$ cat src/rtl/hash_stream_out_pkg.sv
// Shared widths and serializer state type for the hash output stage.
package hash_stream_out_pkg;

  localparam int HASH_W = 128;
  localparam int WORD_W = 32;
  localparam int BEATS  = HASH_W / WORD_W;

  typedef enum logic {
    IDLE = 1'b0,
    SEND = 1'b1
  } ser_state_e;

endpackage

$ cat src/rtl/hash_stream_out_fifo.sv
// Synchronous hash FIFO with a registered show-ahead head word.
module hash_fifo
  import hash_stream_out_pkg::*;
#(
  parameter int DEPTH = 8,
  parameter int WIDTH = HASH_W
) (
  input  logic                     clk,
  input  logic                     rst,
  input  logic                     push,
  input  logic                     pop,
  input  logic [WIDTH-1:0]         wdata,
  output logic [WIDTH-1:0]         rdata,
  output logic                     full,
  output logic                     empty,
  output logic [$clog2(DEPTH):0]   level
);

  localparam int AW = $clog2(DEPTH);

  logic [WIDTH-1:0] mem [DEPTH];
  logic [AW-1:0]    wr_ptr_q, wr_ptr_d;
  logic [AW-1:0]    rd_ptr_q, rd_ptr_d;
  logic [AW:0]      count_q, count_d;
  logic [WIDTH-1:0] head_q;
  logic             do_push, do_pop;

  assign full    = (count_q == (AW+1)'(DEPTH));
  assign empty   = (count_q == '0);
  assign level   = count_q;
  assign rdata   = head_q;
  assign do_pop  = pop && !empty;
  assign do_push = push && (!full || do_pop);

  always_comb begin
    wr_ptr_d = wr_ptr_q;
    rd_ptr_d = rd_ptr_q;
    count_d  = count_q;
    if (do_push) wr_ptr_d = wr_ptr_q + AW'(1);
    if (do_pop)  rd_ptr_d = rd_ptr_q + AW'(1);
    case ({do_push, do_pop})
      2'b10:   count_d = count_q + (AW+1)'(1);
      2'b01:   count_d = count_q - (AW+1)'(1);
      default: count_d = count_q;
    endcase
  end

  always_ff @(posedge clk) begin
    if (do_push) mem[wr_ptr_q] <= wdata;
  end

  // Head register tracks the word at the next read pointer; a write landing
  // on that slot this edge is forwarded since the array still holds old data.
  always_ff @(posedge clk) begin
    if (rst) begin
      wr_ptr_q <= '0;
      rd_ptr_q <= '0;
      count_q  <= '0;
      head_q   <= '0;
    end else begin
      wr_ptr_q <= wr_ptr_d;
      rd_ptr_q <= rd_ptr_d;
      count_q  <= count_d;
      if (do_push && (wr_ptr_q == rd_ptr_d)) head_q <= wdata;
      else                                   head_q <= mem[rd_ptr_d];
    end
  end

endmodule

$ cat src/rtl/hash_stream_out.sv
// Captures validator hashes into a FIFO (dropping on overflow) and streams
// each one out as four 32-bit beats, most significant word first.
module hash_stream_out
  import hash_stream_out_pkg::*;
#(
  parameter int DEPTH  = 8,
  parameter int DROP_W = 16
) (
  input  logic                     clk,
  input  logic                     rst,
  input  logic                     i_valid,
  input  logic [HASH_W-1:0]        i_hash,
  output logic                     o_valid,
  input  logic                     o_ready,
  output logic [WORD_W-1:0]        o_data,
  output logic                     o_last,
  output logic [$clog2(DEPTH):0]   o_level,
  output logic [DROP_W-1:0]        o_drop_count
);

  ser_state_e         state_q, state_d;
  logic [1:0]         beat_q, beat_d;
  logic [HASH_W-1:0]  shift_q, shift_d;
  logic [DROP_W-1:0]  drop_q, drop_d;

  logic               fifo_push, fifo_pop, fifo_full, fifo_empty;
  logic [HASH_W-1:0]  fifo_rdata;
  logic               hs, last_hs, drop;

  hash_fifo #(.DEPTH(DEPTH), .WIDTH(HASH_W)) u_fifo (
    .clk   (clk),
    .rst   (rst),
    .push  (fifo_push),
    .pop   (fifo_pop),
    .wdata (i_hash),
    .rdata (fifo_rdata),
    .full  (fifo_full),
    .empty (fifo_empty),
    .level (o_level)
  );

  assign hs        = (state_q == SEND) && o_ready;
  assign last_hs   = hs && (beat_q == 2'(BEATS - 1));
  // Pop decision only looks at registered FIFO state, so a same-cycle push
  // into an empty FIFO can never be popped straight through.
  assign fifo_pop  = !fifo_empty && ((state_q == IDLE) || last_hs);
  assign fifo_push = i_valid && (!fifo_full || fifo_pop);
  assign drop      = i_valid && !fifo_push;

  assign o_valid = (state_q == SEND);
  assign o_last  = (state_q == SEND) && (beat_q == 2'(BEATS - 1));
  assign o_data  = (state_q == SEND) ? shift_q[HASH_W-1 -: WORD_W] : '0;
  assign o_drop_count = drop_q;

  always_comb begin
    state_d = state_q;
    beat_d  = beat_q;
    shift_d = shift_q;
    drop_d  = drop_q;

    if (drop && (drop_q != '1)) drop_d = drop_q + DROP_W'(1);

    case (state_q)
      IDLE: begin
        if (fifo_pop) begin
          state_d = SEND;
          beat_d  = '0;
          shift_d = fifo_rdata;
        end
      end
      SEND: begin
        if (last_hs) begin
          beat_d = '0;
          if (fifo_pop) begin
            shift_d = fifo_rdata;
          end else begin
            state_d = IDLE;
            shift_d = '0;
          end
        end else if (hs) begin
          beat_d  = beat_q + 2'd1;
          shift_d = {shift_q[HASH_W-WORD_W-1:0], {WORD_W{1'b0}}};
        end
      end
      default: state_d = IDLE;
    endcase
  end

  always_ff @(posedge clk) begin
    if (rst) begin
      state_q <= IDLE;
      beat_q  <= '0;
      shift_q <= '0;
      drop_q  <= '0;
    end else begin
      state_q <= state_d;
      beat_q  <= beat_d;
      shift_q <= shift_d;
      drop_q  <= drop_d;
    end
  end

endmodule

$ cat config.mk
export PLATFORM = sky130hd
export DESIGN_NAME = hash_stream_out
export DESIGN_NICKNAME = d
export VERILOG_FILES = /design/src/rtl/hash_stream_out_pkg.sv /design/src/rtl/hash_stream_out_fifo.sv /design/src/rtl/hash_stream_out.sv
export SDC_FILE = /design/constraint.sdc
export NUM_CORES = 1
export LEC_CHECK = 0
export ABC_AREA = 1
export BUFFER_PORTS_ARGS = -buffer_cell sky130_fd_sc_hd__buf_2
export CELL_PAD_IN_SITES_DETAIL_PLACEMENT = 1
export CELL_PAD_IN_SITES_GLOBAL_PLACEMENT = 1
export CORE_MARGIN = 10
export CORE_UTILIZATION = 49
export CTS_CLUSTER_SIZE = 24
export DETAILED_ROUTE_END_ITERATION = 16
export GPL_TIMING_DRIVEN = 1
export PLACE_DENSITY_LB_ADDON = 0.1
export SYNTH_ARGS = -nofsm -noshare
export SYNTH_HDL_FRONTEND = slang
export SYNTH_SLANG_ARGS = --single-unit
$ cat constraint.sdc
create_clock -name clk -period 8 [get_ports clk]
set_clock_uncertainty 0.1 [all_clocks]
set_input_delay 0.4 -clock clk [delete_from_list [all_inputs] [get_ports clk]]
set_output_delay 0.4 -clock clk [all_outputs]
set_load 0.05 [all_outputs]
==> flow_summary.toml, run 1 <==
[timing]
finalCritPeriodShare_pct = 61.8
finalSetupTns_ns = 0
rsz0062_at_grt = "false"
slew_viol_final = 0
min_period_ns = 4.95
worst_pin_slew_ns = 1.19
fmax_mhz = 202
worst_hold_slack_ns = 0.174
relSlewSlack_pct = 20.9
finalSetupViolCount = 0
hold_viol_final = 0

[logic_synthesis]
synth_area_leader_cell = "edfxtp_1"
yosys-top-cells-area = "edfxtp_1 (57%), nand2_1 (11%), dfxtp_1 (11%)"
synth_top_area_share_pct = 56.8
syn_nets = 5618
synthCells = 5479
syn_area_per_cell_sq_um = 9.89
synth_warnings = 0
synth_area_sq_um = 54200
ys_types = 29
ys_seq_elements = 1309
yosysSeqAreaShare_pct = 67.3

[setup_path]
path_class = "flip-flop to flip-flop"
setup.worst_path.end_class = "flip-flop"
crit_arrival_ns = 5.50
path_max_fanout = 82
worst-endpoint-required_ns = 8.55
worstSetupStartpointType = "flip-flop"

[floorplanning]
io_pins = 186
rows = 121
start_util_pct = 49.6
fp.dieH_um = 353
fp.dieW_um = 353
core_sq_um = 109000
dieArea_sq_um = 124000

[route]
antenna_left = 0
drc_errors = 0
drt_first_pass_iters = 5
detailedRoute.firstIterationViolations = 3245
wl_per_cell_um = 23.5
routed_wl_mm = 170
route.vias.total = 40700
drt-vias-per-instance = 5.63

[pwr]
p_leak_nw = 24.7
powerDensity_nw_per_um2 = 454
irDropWorstVdd_mv = 0.592

[cts]
cts_tree = "yes"
cts_sinks = 1309
cts_resized = 0
cts.clk_slew.worst_paths_ns = 0.06
clock_latency_ns = 0.75
clockBufferDepth = 3
cts_max_level = 4
ctsRootBufferMaster = "clkbuf_16"
cts_buffers = 143

[placed_design]
dp_hpwl_mm = 92.1
place.gp.congestion = 0.817
port_buffers = 185

[global_route]
gr-usage-all-layers_pct = 26.8
grt_max_degree = 129
grt_pass1_wl_mm = 259
overflow = 0
grt_pass1_vias = 42500
antenna_found_initial = 12

[finish]
nNetsFinal = 5781
final_util_pct = 56.7
drive_above_1_share_pct = 8.33
synthToLayoutAreaGrowth_pct = 14.3

[hold_path]
hold_path.class = "input port to flip-flop"

[outcome]
status = "finished, final reports clean"

[flow_run]
cap_violations = 0
-- cell families after synthesis --
logic type | count (synthesis) | synth area share, %
compound gates | 355 | 3.29
xor+xnor | 8 | 0.129
fa+ha+maj | 7 | 0.162
buf+inv | 685 | 5.31
flops | 1309 | 67.3
simple gates | 3115 | 23.8
-- where the power goes --
group | internal (mW) | leakage, nW | switching (mW)
Sequential | 8.12 | 11.7 | 0.469
Combinational | 3.48 | 10.9 | 9.76
Clock | 3.61 | 2.17 | 2.68
Total | 15.2 | 24.7 | 12.9
-- routing by layer --
| layer | up-vias | wire [um] | global-route usage, % |
|---|---|---|---|
| met5 | - | 44 | 0 |
| met4 | 8 | 5330 | 9.13 |
| met3 | 291 | 10500 | 4.46 |
| met2 | 1244 | 82300 | 44.9 |
| met1 | 20600 | 71900 | 35.0 |
| li1 | 18600 | - | - |
-- final cells by class --
| class | instances | area [sq um] |
|---|---|---|
| clock buffers | 210 | 4060 |
| clock inverters | 52 | 344 |
| inverters | 325 | 1250 |
| fillers | 12000 | 47400 |
| flip-flops and latches | 1309 | 36500 |
| multi-input cells | 3485 | 15000 |
| diodes | 4 | 10.0 |
| well taps | 1476 | 1850 |
| repair buffers | 378 | 2950 |
-- stage by stage --
stage	setup WS, ns	instances	power, mW	cell area [sq um]
6_report	3.05	7239	28.1	61900
5_1_grt	2.88	7237	29.9	61900
4_1_cts	3.19	7235	28.2	61900
3_5_place_dp	3.21	6843	21.7	56200
3_3_place_gp	3.30	6843	21.3	56200
2_1_floorplan	0.445	5479	17.5	54200
-- cells in the mapped netlist (all sizes together) --
library cell and n:
a21oi 151, a31oi 1, and3 1, buf 252, clkbuf 108, dfxtp 285
edfxtp 1024, ha 7, inv 325, nand2 1631, nand3 661, nand3b 1
nand4 131, nor2 681, nor3 8, nor4 1, o21ai 203, xnor2 2
xor2 6
-- placed cells by master (no fill, tap or decap), drive strengths merged --
| master | synthesis | layout |
|---|---|---|
| nand2 | 1631 | 1631 |
| and3 | 1 | 1 |
| inv | 325 | 330 |
| o21ai | 203 | 203 |
| dfxtp | 285 | 285 |
| dlygate4sd3 | 0 | 130 |
| nor3 | 8 | 8 |
| buf | 252 | 248 |
| nor2 | 681 | 681 |
| nor4 | 1 | 1 |
| bufinv | 0 | 3 |
| nand3 | 661 | 661 |
| nand4 | 131 | 131 |
| clkbuf | 108 | 210 |
| a31oi | 1 | 1 |
| clkinvlp | 0 | 1 |
| nand3b | 1 | 1 |
| a21oi | 151 | 151 |
| edfxtp | 1024 | 1024 |
| xor2 | 6 | 6 |
| clkinv | 0 | 43 |
| diode | 0 | 4 |
| xnor2 | 2 | 2 |
| ha | 7 | 7 |
-- flip-flops by register name, indices dropped and copies added, names as in the netlist --
| name | cells |
|---|---|
| u_fifo.rd_ptr_q | 3 |
| u_fifo.mem | 1024 |
| u_fifo.rdata | 128 |
| u_fifo.level | 4 |
| u_fifo.wr_ptr_q | 3 |
| o_drop_count | 16 |
| beat_q | 2 |
| shift_q | 128 |
| o_valid | 1 |
-- critical path, cell delays in order, from the launching register on --
cell and delay, ns:
dfxtp_2 1.00, nand3_4 0.15, nand2_4 0.16, nand2_2 0.14, nand2_1 0.18, nand2_8 0.50, nand2_1 0.20, nand2_1 0.11
inv_4 0.36, buf_4 0.70, buf_4 0.74, nand4_1 0.23, nand2_1 0.14, nor2_1 0.05
-- worst paths after layout --
path / start / end / slack, ns / depth (start not counted)
min reg2reg: shift_q[19]$_SDFFE_PP0P_ / shift_q[19]$_SDFFE_PP0P_ / 0.36 / 2
max reg2reg: o_valid$_SDFF_PP0_ / u_fifo.rdata[111]$_SDFF_PP0_ / 3.05 / 13
max: o_valid$_SDFF_PP0_ / u_fifo.rdata[111]$_SDFF_PP0_ / 3.05 / 13
min: rst / o_drop_count[13]$_SDFFE_PP0P_ / 0.17 / 3
-- what timing repair did --
| action | CTS | global route |
|---|---|---|
| endpoints found under the setup margin | 0 | 0 |
| setup buffers | 0 | 0 |
| hold buffers | 130 | 0 |
| hold endpoints to repair | 1112 | 0 |
Note: power is estimated with default switching activity, not from simulation.
==> run 2: changes to the inputs <==
==> constraint.sdc (replaced) <==
create_clock -name clk -period 4.6 [get_ports clk]
set_clock_uncertainty 0.1 [all_clocks]
set_input_delay 0.23 -clock clk [delete_from_list [all_inputs] [get_ports clk]]
set_output_delay 0.23 -clock clk [all_outputs]
set_load 0.05 [all_outputs]
==> flow_summary.toml, run 2 (same netlist as run 1, synthesis figures left out) <==
[setup_path]
path_class = "flip-flop to flip-flop"
crit_chain = "nand3_4, nand2_4, nand3_4, nand3_1, nand2_1, nor2_4, buf_12, nand4_1, nand2_1, nor2_1"
setup.worst_path.end_class = "flip-flop"
worst-endpoint-required_ns = 5.14
crit_path_max_incr_delay_ns = 0.68
slowest_stage = "dfxtp_2"
path_max_fanout = 128
worstSetupStartpointType = "flip-flop"
crit_arrival_ns = 3.92

[cts]
clock_latency_ns = 0.76
cts_sinks = 1309
clockBufferDepth = 3
cts.clk_slew.worst_paths_ns = 0.06
cts_buffers = 143
cts_resized = 0
cts_tree = "yes"
ctsRootBufferMaster = "clkbuf_16"
cts_max_level = 4

[timing]
worst_pin_slew_ns = 1.22
finalSetupViolCount = 0
hold_viol_final = 0
rsz0062_at_grt = "false"
finalCritPeriodShare_pct = 73.5
min_period_ns = 3.38
relSlewSlack_pct = 18.9
setup_ws_ns = 1.22
finalSetupTns_ns = 0
slew_viol_final = 0
fmax_mhz = 296

[global_route]
antenna_found_initial = 11
overflow = 0
grt_pass1_vias = 43000
grt_max_degree = 193
gr-usage-all-layers_pct = 27.6
grt_pass1_wl_mm = 265

[route]
route.vias.total = 41200
routed_wl_mm = 176
detailedRoute.firstIterationViolations = 3492
antenna_left = 0
drc_errors = 0
drt_first_pass_iters = 5
drt-vias-per-instance = 5.67
wl_per_cell_um = 24.2

[placed_design]
pre_cts_ws_ns = 1.20
port_buffers = 185
dp_hpwl_mm = 93.6
place.gp.congestion = 0.805
place_inst = 6855
placed_cell_area_sq_um = 56500

[finish]
fillers = 11900
multiInputGateArea_sq_um = 15000
seq_area_sq_um = 36500
fin_cells = 7256
largest_register_ffs = 1024
nNetsFinal = 5794
drive_above_1_share_pct = 8.56
max_flop_register = "u_fifo.mem"
final_cell_mix = "nand2_1 (1621), edfxtp_1 (1024), nor2_1 (670)"
synthToLayoutAreaGrowth_pct = 15.2
layout_commonest_cell = "nand2_1"
final_util_pct = 57.1
final_area_sq_um = 62400

[floorplanning]
core_sq_um = 109000
io_pins = 186
start_util_pct = 49.6
dieArea_sq_um = 124000
fp.dieW_um = 353
fp.dieH_um = 353
rows = 121

[pwr]
powerDensity_nw_per_um2 = 799
irDropWorstVdd_mv = 1.28
p_leak_nw = 24.9

[flow_run]
cap_violations = 0

[hold_path]
hold_path.class = "input port to flip-flop"

[outcome]
status = "finished, final reports clean"
-- run 2: cell count changes in the layout (fill, tap and decap cells not counted), sizes merged --
cell         before  now
clkinvlp          1    3
clkbuf          210  213
dlygate4sd3     130  131
buf             248  260
bufinv            3    6
diode             4    6
clkinv           43   37
-- run 2: worst max-delay path: cells and delay by family, from the launching register on --
family                 cells  cell delay (ns)
and+or+nand+nor            9             1.75
buffers and inverters      1             0.63
DFF                        1             0.68
-- run 2: path summary, 6_finish.rpt --
| kind | start | endpoint | slack, ns | depth (start not counted) |
|---|---|---|---|---|
| worst max-delay path | o_valid$_SDFF_PP0_ | u_fifo.rdata[106]$_SDFF_PP0_ | 1.22 | 10 |
| worst min-delay path | i_hash[115] | u_fifo.mem[1][115]$_DFFE_PP_ | 0.19 | 2 |
| worst max register to register | o_valid$_SDFF_PP0_ | u_fifo.rdata[106]$_SDFF_PP0_ | 1.22 | 10 |
| worst min register to register | u_fifo.rdata[21]$_SDFF_PP0_ | shift_q[21]$_SDFFE_PP0P_ | 0.36 | 2 |
-- run 2: report_power, final --
| group | total, mW | switching [mW] | internal, mW |
|---|---|---|---|
| Combinational | 23.5 | 17.2 | 6.31 |
| Clock | 11.3 | 4.72 | 6.63 |
| Sequential | 15.0 | 0.888 | 14.1 |
| Total | 49.9 | 22.8 | 27.1 |
-- run 2: per-stage QoR --
stage / hold WS, ns / power (mW)
2_1_floorplan: 0.229 / 30.3
4_1_cts: 0.154 / 49.9
3_3_place_gp: 0.341 / 37.5
5_1_grt: 0.203 / 53.0
3_5_place_dp: 0.347 / 38.3
6_report: 0.190 / 49.9
-- run 2: metal layers --
layer | part of all wire [%] | vias to the layer above | wire, um | global-route usage, %
li1 | - | 18600 | - | -
met1 | 42 | 21000 | 73600 | 35.6
met2 | 49 | 1248 | 86900 | 46.8
met3 | 6.0 | 290 | 10500 | 4.71
met4 | 2.7 | 10 | 4770 | 9.21
met5 | 0.034 | - | 60 | 0
-- run 2: area by class of cell --
| type | instances | share of cell area, % |
|---|---|---|
| clock buffers | 213 | 6.70 |
| clock inverters | 51 | 0.668 |
| inverters | 325 | 2.00 |
| well taps | 1476 | 2.96 |
| diodes | 6 | 0.0241 |
| repair buffers | 391 | 5.17 |
| multi-input cells | 3485 | 24.1 |
| flip-flops and latches | 1309 | 58.4 |
-- run 2: repair_timing --
action                                  CTS  global route
hold buffers                            131             0
endpoints found under the hold margin  1163             0
buffers inserted                          0             0
